==> src/rtl/clk12_set_ctrl_pkg.sv <==
// Shared definitions for the 12-hour clock controller: state encoding,
// field limits and field widths.
package clk12_set_ctrl_pkg;

    localparam int HR_W  = 4;
    localparam int MIN_W = 6;

    localparam logic [HR_W-1:0]  HR_MAX  = 4'd11;
    localparam logic [MIN_W-1:0] MIN_MAX = 6'd59;

    typedef enum logic [1:0] {
        RUN     = 2'd0,
        SET_HR  = 2'd1,
        SET_MIN = 2'd2
    } ctrl_state_e;

endpackage

==> src/rtl/clk12_set_ctrl_mod12_cnt_en.sv <==
// Loadable mod-12 counter; wrap flags the enabled 11->0 step so the caller
// can carry into the next field on the same edge.
module mod12_cnt_en
    import clk12_set_ctrl_pkg::*;
(
    input  logic            clk,
    input  logic            rst,
    input  logic            en,
    input  logic            ld,
    input  logic [HR_W-1:0] din,
    output logic [HR_W-1:0] q,
    output logic            wrap
);

    logic [HR_W-1:0] cnt_q;
    logic [HR_W-1:0] cnt_d;

    always_comb begin
        cnt_d = cnt_q;
        if (ld) begin
            cnt_d = (din > HR_MAX) ? '0 : din;
        end else if (en) begin
            cnt_d = (cnt_q == HR_MAX) ? '0 : cnt_q + 4'd1;
        end
    end

    always_ff @(posedge clk) begin
        if (rst) begin
            cnt_q <= '0;
        end else begin
            cnt_q <= cnt_d;
        end
    end

    assign q    = cnt_q;
    assign wrap = en & (cnt_q == HR_MAX);

endmodule

==> src/rtl/clk12_set_ctrl.sv <==
// 12-hour timekeeping controller: tick-driven run mode, button-driven
// set-mode FSM and parallel preset, all outputs registered.
module clk12_set_ctrl
    import clk12_set_ctrl_pkg::*;
#(
    parameter int TICKS_PER_MIN = 60
) (
    input  logic             clk,
    input  logic             rst,
    input  logic             tick,
    input  logic             mode,
    input  logic             inc,
    input  logic             load,
    input  logic [HR_W-1:0]  load_hr,
    input  logic [MIN_W-1:0] load_min,
    input  logic             load_pm,
    output logic [HR_W-1:0]  hours,
    output logic [MIN_W-1:0] minutes,
    output logic             pm,
    output logic [1:0]       state
);

    localparam int PW = (TICKS_PER_MIN > 1) ? $clog2(TICKS_PER_MIN) : 1;
    localparam logic [PW-1:0] PRESC_MAX = PW'(TICKS_PER_MIN - 1);

    ctrl_state_e      state_q, state_d;
    logic [MIN_W-1:0] min_q, min_d;
    logic [PW-1:0]    presc_q, presc_d;
    logic             pm_q, pm_d;
    logic             hr_en;
    logic             hr_wrap;

    mod12_cnt_en u_hours (
        .clk  (clk),
        .rst  (rst),
        .en   (hr_en),
        .ld   (load),
        .din  (load_hr),
        .q    (hours),
        .wrap (hr_wrap)
    );

    // hr_en is only raised when neither load nor mode is active, so the
    // hours counter never sees en and ld together.
    always_comb begin
        state_d = state_q;
        min_d   = min_q;
        presc_d = presc_q;
        hr_en   = 1'b0;
        if (load) begin
            min_d   = (load_min > MIN_MAX) ? '0 : load_min;
            state_d = RUN;
            presc_d = '0;
        end else if (mode) begin
            case (state_q)
                RUN:     state_d = SET_HR;
                SET_HR:  state_d = SET_MIN;
                SET_MIN: begin
                    state_d = RUN;
                    presc_d = '0;
                end
                default: state_d = RUN;
            endcase
        end else begin
            case (state_q)
                RUN: begin
                    if (tick) begin
                        if (presc_q == PRESC_MAX) begin
                            presc_d = '0;
                            if (min_q == MIN_MAX) begin
                                min_d = '0;
                                hr_en = 1'b1;
                            end else begin
                                min_d = min_q + 6'd1;
                            end
                        end else begin
                            presc_d = presc_q + PW'(1);
                        end
                    end
                end
                SET_HR:  hr_en = inc;
                SET_MIN: begin
                    if (inc) begin
                        min_d = (min_q == MIN_MAX) ? '0 : min_q + 6'd1;
                    end
                end
                default: state_d = RUN;
            endcase
        end
    end

    // Kept apart from the main block so the hours-wrap feedback does not
    // loop back into the process that produces hr_en.
    always_comb begin
        pm_d = pm_q;
        if (load) begin
            pm_d = load_pm;
        end else if (hr_wrap) begin
            pm_d = ~pm_q;
        end
    end

    always_ff @(posedge clk) begin
        if (rst) begin
            state_q <= RUN;
            min_q   <= '0;
            presc_q <= '0;
            pm_q    <= 1'b0;
        end else begin
            state_q <= state_d;
            min_q   <= min_d;
            presc_q <= presc_d;
            pm_q    <= pm_d;
        end
    end

    assign minutes = min_q;
    assign pm      = pm_q;
    assign state   = state_q;

endmodule

==> config.mk <==
export PLATFORM = sky130hd
export DESIGN_NAME = clk12_set_ctrl
export DESIGN_NICKNAME = d
export VERILOG_FILES = /design/src/rtl/clk12_set_ctrl_pkg.sv /design/src/rtl/clk12_set_ctrl_mod12_cnt_en.sv /design/src/rtl/clk12_set_ctrl.sv
export SDC_FILE = /design/constraint.sdc
export NUM_CORES = 1
export LEC_CHECK = 0
export CAP_MARGIN = 20
export CORE_MARGIN = 1.5
export CORE_UTILIZATION = 46
export CTS_BUF_LIST = sky130_fd_sc_hd__clkbuf_16
export DETAILED_ROUTE_END_ITERATION = 12
export PLACE_DENSITY = 0.75
export SLEW_MARGIN = 20
export SYNTH_ARGS = -nofsm -noshare
export SYNTH_HDL_FRONTEND = slang
export SYNTH_SLANG_ARGS = --single-unit
==> constraint.sdc <==
create_clock -name clk -period 3.15 [get_ports clk]
set_clock_uncertainty 0.05 [all_clocks]
set_input_delay 0.4725 -clock clk [delete_from_list [all_inputs] [get_ports clk]]
set_output_delay 0.4725 -clock clk [all_outputs]
set_load 0.005 [all_outputs]
Yosys cells after proc, flatten, opt, wreduce, memory -nomap -nowiden
Cells that the tools add are included.
{"block": "classes", "add_sub_neg": 3, "n_lt_le_gt_ge": 2, "n_eq_ne": 11, "mux": 28, "n_bitwise": 2, "n_reduce_logical": 10}
{"op": "$mux W6", "count": 12}
{"op": "$mux W4", "count": 4}
{"op": "$add A6 B1 Y6 const B", "count": 2}
{"op": "$eq A6 B6 Y1 const B", "count": 2}
{"op": "$pmux W6 S2", "count": 1}
{"op": "$ne A3 B3 Y1 const B", "count": 3}
{"op": "$reduce_bool A2 Y1", "count": 4}
{"op": "$mux W1", "count": 7}
{"op": "$gt A6 B6 Y1 const B", "count": 1}
{"op": "$ne A2 B1 Y1 const B", "count": 3}
{"op": "$reduce_and A5 Y1", "count": 1}
{"op": "$add A4 B1 Y4 const B", "count": 1}
{"op": "$eq A4 B4 Y1 const B", "count": 1}
{"op": "$gt A4 B4 Y1 const B", "count": 1}
{"op": "$mux W2", "count": 2}
{"op": "$pmux W2 S2", "count": 1}
{"op": "$reduce_and A3 Y1", "count": 1}
{"op": "$reduce_bool A3 Y1", "count": 1}
{"op": "$reduce_or A3 Y1", "count": 1}
{"op": "$eq A2 B1 Y1 const B", "count": 1}
{"op": "$eq A2 B2 Y1 const B", "count": 1}
{"op": "$logic_not A2 Y1", "count": 1}
{"op": "$pmux W1 S2", "count": 1}
{"op": "$reduce_or A2 Y1", "count": 1}
{"op": "2 further kinds", "count": 2}
{"block": "totals", "regBits": 19, "inputBits": 17, "output_inout_bits": 13}

Longest topological paths before layout
Gate-level depths: netlist (run 1).
{"block": "logic_depth", "depth_word": 10, "mapped_depth": 6, "mapped_depth_nobuf": 5}

By module
From an unflattened synthesis (run 1), not the netlist that was laid out.
{"block": "hier_totals", "cells_unflattened": 149, "hier_area_um2": 1239.9}
{"mod": "clk12_set_ctrl", "instances": 1, "cells_per_inst": 119, "area_per_inst_um2": 973.4, "seq_area_each_um2": 300.3}
{"mod": "mod12_cnt_en", "instances": 1, "cells_per_inst": 30, "area_per_inst_um2": 266.5, "seq_area_each_um2": 80.1}

Least setup slack after synthesis (run 1)
OpenSTA, ideal clock, no wires.
{"block": "synth_timing", "path_type": "flip-flop to flip-flop", "startpoint": "register state_q[0], in the netlist state[0]", "endpoint": "register u_hours.cnt_q[3], in the netlist u_hours.q[3]", "setup_ns": 0.077, "arrival_ns": 1.908, "required_ns": 3.023, "setup_slack_ns": 1.115, "stages_incl_launch_ff": 7, "path_buffers": 2, "period_less_slack_ns": 2.035, "cell_sequence": "dfxtp_1 > buf_2 > or4b_4 > nand4bb_1 > buf_2 > a2111o_1 > a41oi_2"}
{"block": "synth_between", "elab_chain_len": 5}
{"item": "start: declaration", "line": "clk12_set_ctrl.sv:26", "text": "ctrl_state_e state_q, state_d;"}
{"item": "start signal: assignment", "line": "clk12_set_ctrl.sv:110", "text": "state_q <= state_d;"}
{"item": "$eq A2 B1 Y1 / $logic_not A2 Y1 (equally long branches)", "line": "clk12_set_ctrl.sv:65", "text": "case (state_q)"}
{"item": "$pmux W1 S2 (*)", "line": "clk12_set_ctrl.sv:65"}
{"item": "$mux W1 (*)", "line": "clk12_set_ctrl.sv:54", "text": "end else if (mode) begin"}
{"item": "$mux W1 (*)", "line": "clk12_set_ctrl.sv:50", "text": "if (load) begin"}
{"item": "$reduce_bool A2 Y1 (no line) (*)"}
{"item": "end signal: assignment", "line": "clk12_set_ctrl_mod12_cnt_en.sv:31", "text": "cnt_q <= cnt_d;"}
{"item": "end: declaration", "line": "clk12_set_ctrl_mod12_cnt_en.sv:15", "text": "logic [HR_W-1:0] cnt_q;"}
Mark *: on every way between the ends. The rest lies on a longest branch, timed or not.
A chain may end at the register's enable or synchronous reset.

Final worst setup path (run 1)
{"block": "layout_timing", "startpoint": "input port tick", "endpoint": "register u_hours.cnt_q[3], in the netlist u_hours.q[3]"}
{"block": "layout_between", "elab_chain_len": 5}
{"item": "start: declaration", "line": "clk12_set_ctrl.sv:10", "text": "input logic tick,"}
{"item": "$mux W1", "line": "clk12_set_ctrl.sv:67", "text": "if (tick) begin"}
{"item": "$pmux W1 S2", "line": "clk12_set_ctrl.sv:65"}
{"item": "$mux W1", "line": "clk12_set_ctrl.sv:54"}
{"item": "$mux W1", "line": "clk12_set_ctrl.sv:50"}
{"item": "$reduce_bool A2 Y1 (no line)"}
Every way passes these cells.

==> flow_metrics.env, run 1 <==
export IMPL_synthArstFlopShare_pct=0
export IMPL_synth_flop_cell="dfxtp_1"
export IMPL_cts_sinks=19
export IMPL_ys_ff_latch=19
export IMPL_worst_pin_slew_ns=0.635
export IMPL_coreArea_mm2=0.00250
export IMPL_multi_input_area_um2=786
export IMPL_ant_nets=0
export IMPL_area_growth_pct=31.2
export IMPL_critPathKind="in -> reg"
export IMPL_crit_arrival_ns=2.55
export IMPL_cp_end_kind="register"
export IMPL_setup_tns_ns=0
export IMPL_syn_inst=149
export IMPL_cts_htree_levels=1
export IMPL_grt_max_degree=15
export IMPL_synth_area_mm2=0.00122
export IMPL_die_area_mm2=0.00298
export IMPL_globalRouteOverflowTotal=0
export IMPL_clkTransAtPathRegs_ns=0.06
export IMPL_global_route_usage_total_pct=25.1
export IMPL_first_pass_iters=6
export IMPL_synth_edf_count=0
export IMPL_ir_drop_mv=0.298
export IMPL_yosys_warnings=0
export IMPL_start_util_pct=49.0
export IMPL_ys_top_cells_by_count="19 x dfxtp_1, 15 x a21oi_1, 12 x nand2_1, 9 x nand3_1"
export IMPL_fin_nets=197
export IMPL_finalMaxSlewViolations=0
export IMPL_antenna_cells=0
export IMPL_final_hold_viol_count=0
export IMPL_io_pins=30
export IMPL_fmax_ghz=0.413
export IMPL_dpl_worst_slack_ns=0.493
export IMPL_vias_per_cell=6.32
export IMPL_grt_pass1_wl_um=5420
export IMPL_synth_top_area_share_pct=31.1
export IMPL_cts_buffers=3
export IMPL_die_w_um=54.6
export IMPL_num_fill_cells=237
export IMPL_clock_path_buffers=2
export IMPL_synth_distinct_cells=51
export IMPL_finalCriticalPeriod_ns=2.42
export IMPL_setup_ws_ns=0.731
export IMPL_ff_latch_area_um2=380
export IMPL_hpwl_um=2390
export IMPL_antenna_found_initial=0
export IMPL_wire_per_inst_um=16.3
export IMPL_setup_violations_final=0
export IMPL_vias=1301
export IMPL_slew_limit_headroom_pct=57.6
export IMPL_rows=18
export IMPL_cts_setup_buffers=0
export IMPL_power_density_mw_per_mm2=396
export IMPL_routabilityCongestion=0.867
export IMPL_cts_root_buf="clkbuf_16"
export IMPL_maxCapViolCount=0
export IMPL_first_iter_violations=42
export IMPL_power_total_w=0.000637
export IMPL_netlist_top_cells_area="dfxtp_1 31%, a21oi_1 6.1%, nand3_1 3.7%"
export IMPL_layout_worst_path_cycle_share_pct=76.8
export IMPL_hp_class="reg -> reg"
export IMPL_synthesis_nets=169
export IMPL_ctsResizeCount=0
export IMPL_outcome="finished clean"
export IMPL_p_leak_nw=0.554
export IMPL_ys_seq_area_share_pct=31.1
export IMPL_cts_tree="yes"
export IMPL_drc_errors=0
export IMPL_cp_required_ns=3.28
export IMPL_worstSetupStartpointType="input pin"
export IMPL_postSynthAreaPerCell_um2=8.22
export IMPL_holdBufCountCts=0
export IMPL_synth_top_area_cell="dfxtp_1"
export IMPL_io_buffers=29
export IMPL_drt_total_wl_um=3350
export IMPL_worstPathMaxFanout=8
export IMPL_synth_most_common_cell="dfxtp_1"
export IMPL_fp_dieH_um=54.6
export IMPL_drive_above_1_share_pct=6.82
export IMPL_rsz0062_at_grt="no"
export IMPL_insertion_delay_ns=0.25
export IMPL_grt_pass1_vias=1214
kinds of logic (layout without fill, tap and decap cells):
logic type,count (synthesis),in the layout,share of synthesized area (%)
AND/OR/NAND/NOR,58,58,27.8
AO/OA/AOI/OAI,53,53,31.0
flip-flops,19,19,31.1
buffers and inverters,13,40,4.80
adder cells (fa/ha/maj),3,3,3.06
multiplexers,2,2,1.63
XOR/XNOR,1,1,0.715
layer usage:
layer / vias to the layer above / global-route usage, % / part of all wire (%)
li1: 634 / - / -
met1: 621 / 32.5 / 45
met2: 38 / 41.7 / 49
met3: 8 / 4.37 / 4.5
met4: 0 / 8.75 / 1.5
met5: - / 0 / 0
where the power goes:
group | internal, W | total (W) | switching (W)
registers | 0.000251 | 0.000266 | 0.0000154
logic | 0.0000612 | 0.000110 | 0.0000486
clock network | 0.000169 | 0.000261 | 0.0000917
total | 0.000481 | 0.000637 | 0.000156
path summary, 6_finish.rpt:
check                from      endpoint  slack (ns)  cells past startpoint
min          u_hours.q[1]  u_hours.q[1]        0.45                      2
min reg2reg  u_hours.q[1]  u_hours.q[1]        0.45                      2
max                  tick  u_hours.q[3]        0.73                      5
max reg2reg      state[1]  u_hours.q[3]        0.96                      4
layout by cell type, fill, tap and decap left out, types with 4 or more instances in the layout:
| master | count |
|---|---|
| nand3b_1 | 6 |
| nand2_1 | 12 |
| o21ai_0 | 8 |
| nor3_1 | 4 |
| clkdlybuf4s50_1 | 29 |
| dfxtp_1 | 19 |
| nand3_1 | 9 |
| nor2_1 | 8 |
| o211ai_1 | 4 |
| a21oi_1 | 15 |
| inv_1 | 5 |
state kept, by name, indices dropped and copies added (netlist names):
signal	cells
pm	1
presc_q	6
u_hours.q	4
minutes	6
state	2
area by class of cell:
| class | instances | area share (%) |
|---|---|---|
| timing repair buffer | 31 | 19.0 |
| inverter | 5 | 1.17 |
| tap | 30 | 2.34 |
| clock buffer | 3 | 4.67 |
| clock inverter | 1 | 0.234 |
| sequential | 19 | 23.7 |
| multi-input combinational | 117 | 48.9 |
through the flow:
stage,instance area (um2),hold slack (ns),util [%],cells
floorplan,1220,0.414,-,149
global placement,1530,0.445,61.1,202
detailed placement,1530,0.453,61.1,202
CTS,1610,0.461,64.3,206
global route,1610,0.485,64.3,206
finish,1610,0.452,64.3,206
critical path, stage by stage:
cell	delay, ns
clkdlybuf4s50_1	0.51
or4b_4	0.50
nand4bb_1	0.38
a2111o_1	0.51
a41oi_2	0.18
No activity file was read; power rests on OpenSTA's default activity.
==> run 2, diff against run 1 <==
- clock period: 3.15 -> 2.45 ns (I/O delays scaled with it)
==> run 2 against run 1 <==
Net effect:
- wire length is 2.9% lower
- register-to-register slack worse by 0.58 ns
- total power is 29% higher
- die area stayed put
- first-iteration DRC count is 24% lower
- global-route usage is 0.68 points lower
- highest routed layer unchanged
- sequential power is 29% higher
- sequential share of layout area is 0.65 points lower
- final cell count is 2.9% higher
- via count is 0.15% higher
- clock power is 28% higher
==> flow_metrics.env, run 2 (synthesis results as in run 1) <==
export IMPL_grt_max_degree=17
export IMPL_finalMaxSlewViolations=0
export IMPL_worstSetupStartpointType="input pin"
export IMPL_critPathLaunch="tick"
export IMPL_setup_tns_ns=0
export IMPL_globalRouteOverflowTotal=0
export IMPL_rows=18
export IMPL_hold_start="u_hours.q[1]"
export IMPL_fmax_ghz=0.457
export IMPL_num_fill_cells=227
export IMPL_reg2reg_from="state[0]"
export IMPL_first_iter_violations=32
export IMPL_holdPathEnd="u_hours.q[1]"
export IMPL_worst_r2r_cell_count=4
export IMPL_cts_setup_buffers=0
export IMPL_io_buffers=29
export IMPL_ant_nets=0
export IMPL_r2r_end="u_hours.q[3]"
export IMPL_global_route_usage_total_pct=24.5
export IMPL_area_growth_pct=34.8
export IMPL_die_w_um=54.6
export IMPL_r2r_setup_slack_ns=0.38
export IMPL_cp_required_ns=2.58
export IMPL_critPathKind="in -> reg"
export IMPL_layout_worst_path_cycle_share_pct=89.3
export IMPL_coreArea_mm2=0.00250
export IMPL_crit_arrival_ns=2.32
export IMPL_ctsResizeCount=0
export IMPL_cp_end_kind="register"
export IMPL_drt_total_wl_um=3250
export IMPL_io_pins=30
export IMPL_outcome="finished clean"
export IMPL_slew_limit_headroom_pct=74.3
export IMPL_cts_buffers=3
export IMPL_finalCriticalPeriod_ns=2.19
export IMPL_grt_pass1_wl_um=5240
export IMPL_power_density_mw_per_mm2=497
export IMPL_fp_dieH_um=54.6
export IMPL_insertion_delay_ns=0.25
export IMPL_clock_path_buffers=2
export IMPL_wire_per_inst_um=15.3
export IMPL_routabilityCongestion=0.836
export IMPL_cts_tree="yes"
export IMPL_hpwl_um=2470
export IMPL_cts_sinks=19
export IMPL_final_area_mm2=0.00165
export IMPL_whs_path_depth=2
export IMPL_first_pass_iters=4
export IMPL_vias_per_cell=6.15
export IMPL_start_util_pct=49.0
export IMPL_cts_root_buf="clkbuf_16"
export IMPL_drive_above_1_share_pct=9.89
export IMPL_holdBufCountCts=0
export IMPL_antenna_cells=0
export IMPL_p_leak_nw=0.582
export IMPL_antenna_found_initial=0
export IMPL_worst_pin_slew_ns=0.376
export IMPL_die_area_mm2=0.00298
export IMPL_dpl_cell_area_mm2=0.00157
export IMPL_rsz0062_at_grt="no"
export IMPL_worstPathMaxFanout=4
export IMPL_grt_pass1_vias=1180
export IMPL_fin_nets=203
export IMPL_cts_htree_levels=1
export IMPL_vias=1303
export IMPL_maxCapViolCount=0
export IMPL_layout_commonest_cell="clkdlybuf4s50_1"
export IMPL_ir_drop_mv=0.428
export IMPL_setup_violations_final=0
export IMPL_drc_errors=0
export IMPL_hp_class="reg -> reg"
export IMPL_final_cell_mix="29 x clkdlybuf4s50_1, 19 x dfxtp_1, 15 x a21oi_1"
export IMPL_final_hold_viol_count=0
export IMPL_clkTransAtPathRegs_ns=0.06
[run 2: cell types whose count changed in the layout (fill, tap and decap cells not counted)]
cell	previous run	this run
buf_4	2	8
[run 2: metal layers]
metal,part of all wire [%],track usage [%],up-vias
li1,-,-,641
met1,44,29.4,625
met2,51,43.7,35
met3,4.3,5.46,2
met4,0.28,5.83,0
met5,0,0,-
[run 2: power breakdown]
group          internal [W]  total [W]  switching, W
registers          0.000323   0.000342     0.0000196
clock network      0.000217   0.000334      0.000117
logic             0.0000831   0.000145     0.0000621
total              0.000623   0.000821      0.000198
[run 2: worst max-delay path, stage by stage]
cell             delay (ns)
clkdlybuf4s50_1        0.49
or4b_4                 0.49
nand4bb_1              0.31
a2111o_1               0.48
a41oi_2                0.18
[run 2: how the worst max path moves through the flow]
stage              endpoint  cells after the start
3_5_place_dp   u_hours.q[3]                      5
3_3_place_gp   u_hours.q[3]                      5
5_1_grt        u_hours.q[3]                      5
6_report       u_hours.q[3]                      5
4_1_cts        u_hours.q[3]                      5
2_1_floorplan  u_hours.q[3]                      6
[run 2: layout make-up]
cell class                 count  area [um2]  area share [%]
multi-input combinational    117         786            47.6
sequential                    19         380            23.0
timing repair buffer          37         350            21.2
clock buffer                   3        75.1            4.55
tap                           30        37.5            2.27
inverter                       5        18.8            1.14
clock inverter                 1        3.75           0.227
[run 2: stage by stage]
step           hold slack [ns]  setup slack, ns  utilization (%)  instances  power, W
3_3_place_gp             0.441           0.0792             62.9        208  0.000488
4_1_cts                  0.456            0.265             66.1        212  0.000830
2_1_floorplan            0.381            0.415                -        149  0.000414
6_report                 0.453            0.263             66.1        212  0.000821
3_5_place_dp             0.449           0.0132             62.9        208  0.000493
5_1_grt                  0.487            0.194             66.1        212  0.000855
==> run 3, diff against run 2 <==
- TNS_END_PERCENT: default -> 5
==> results of run 3 <==
No change in the layout: final DEF, timing and power equal those of run 2.
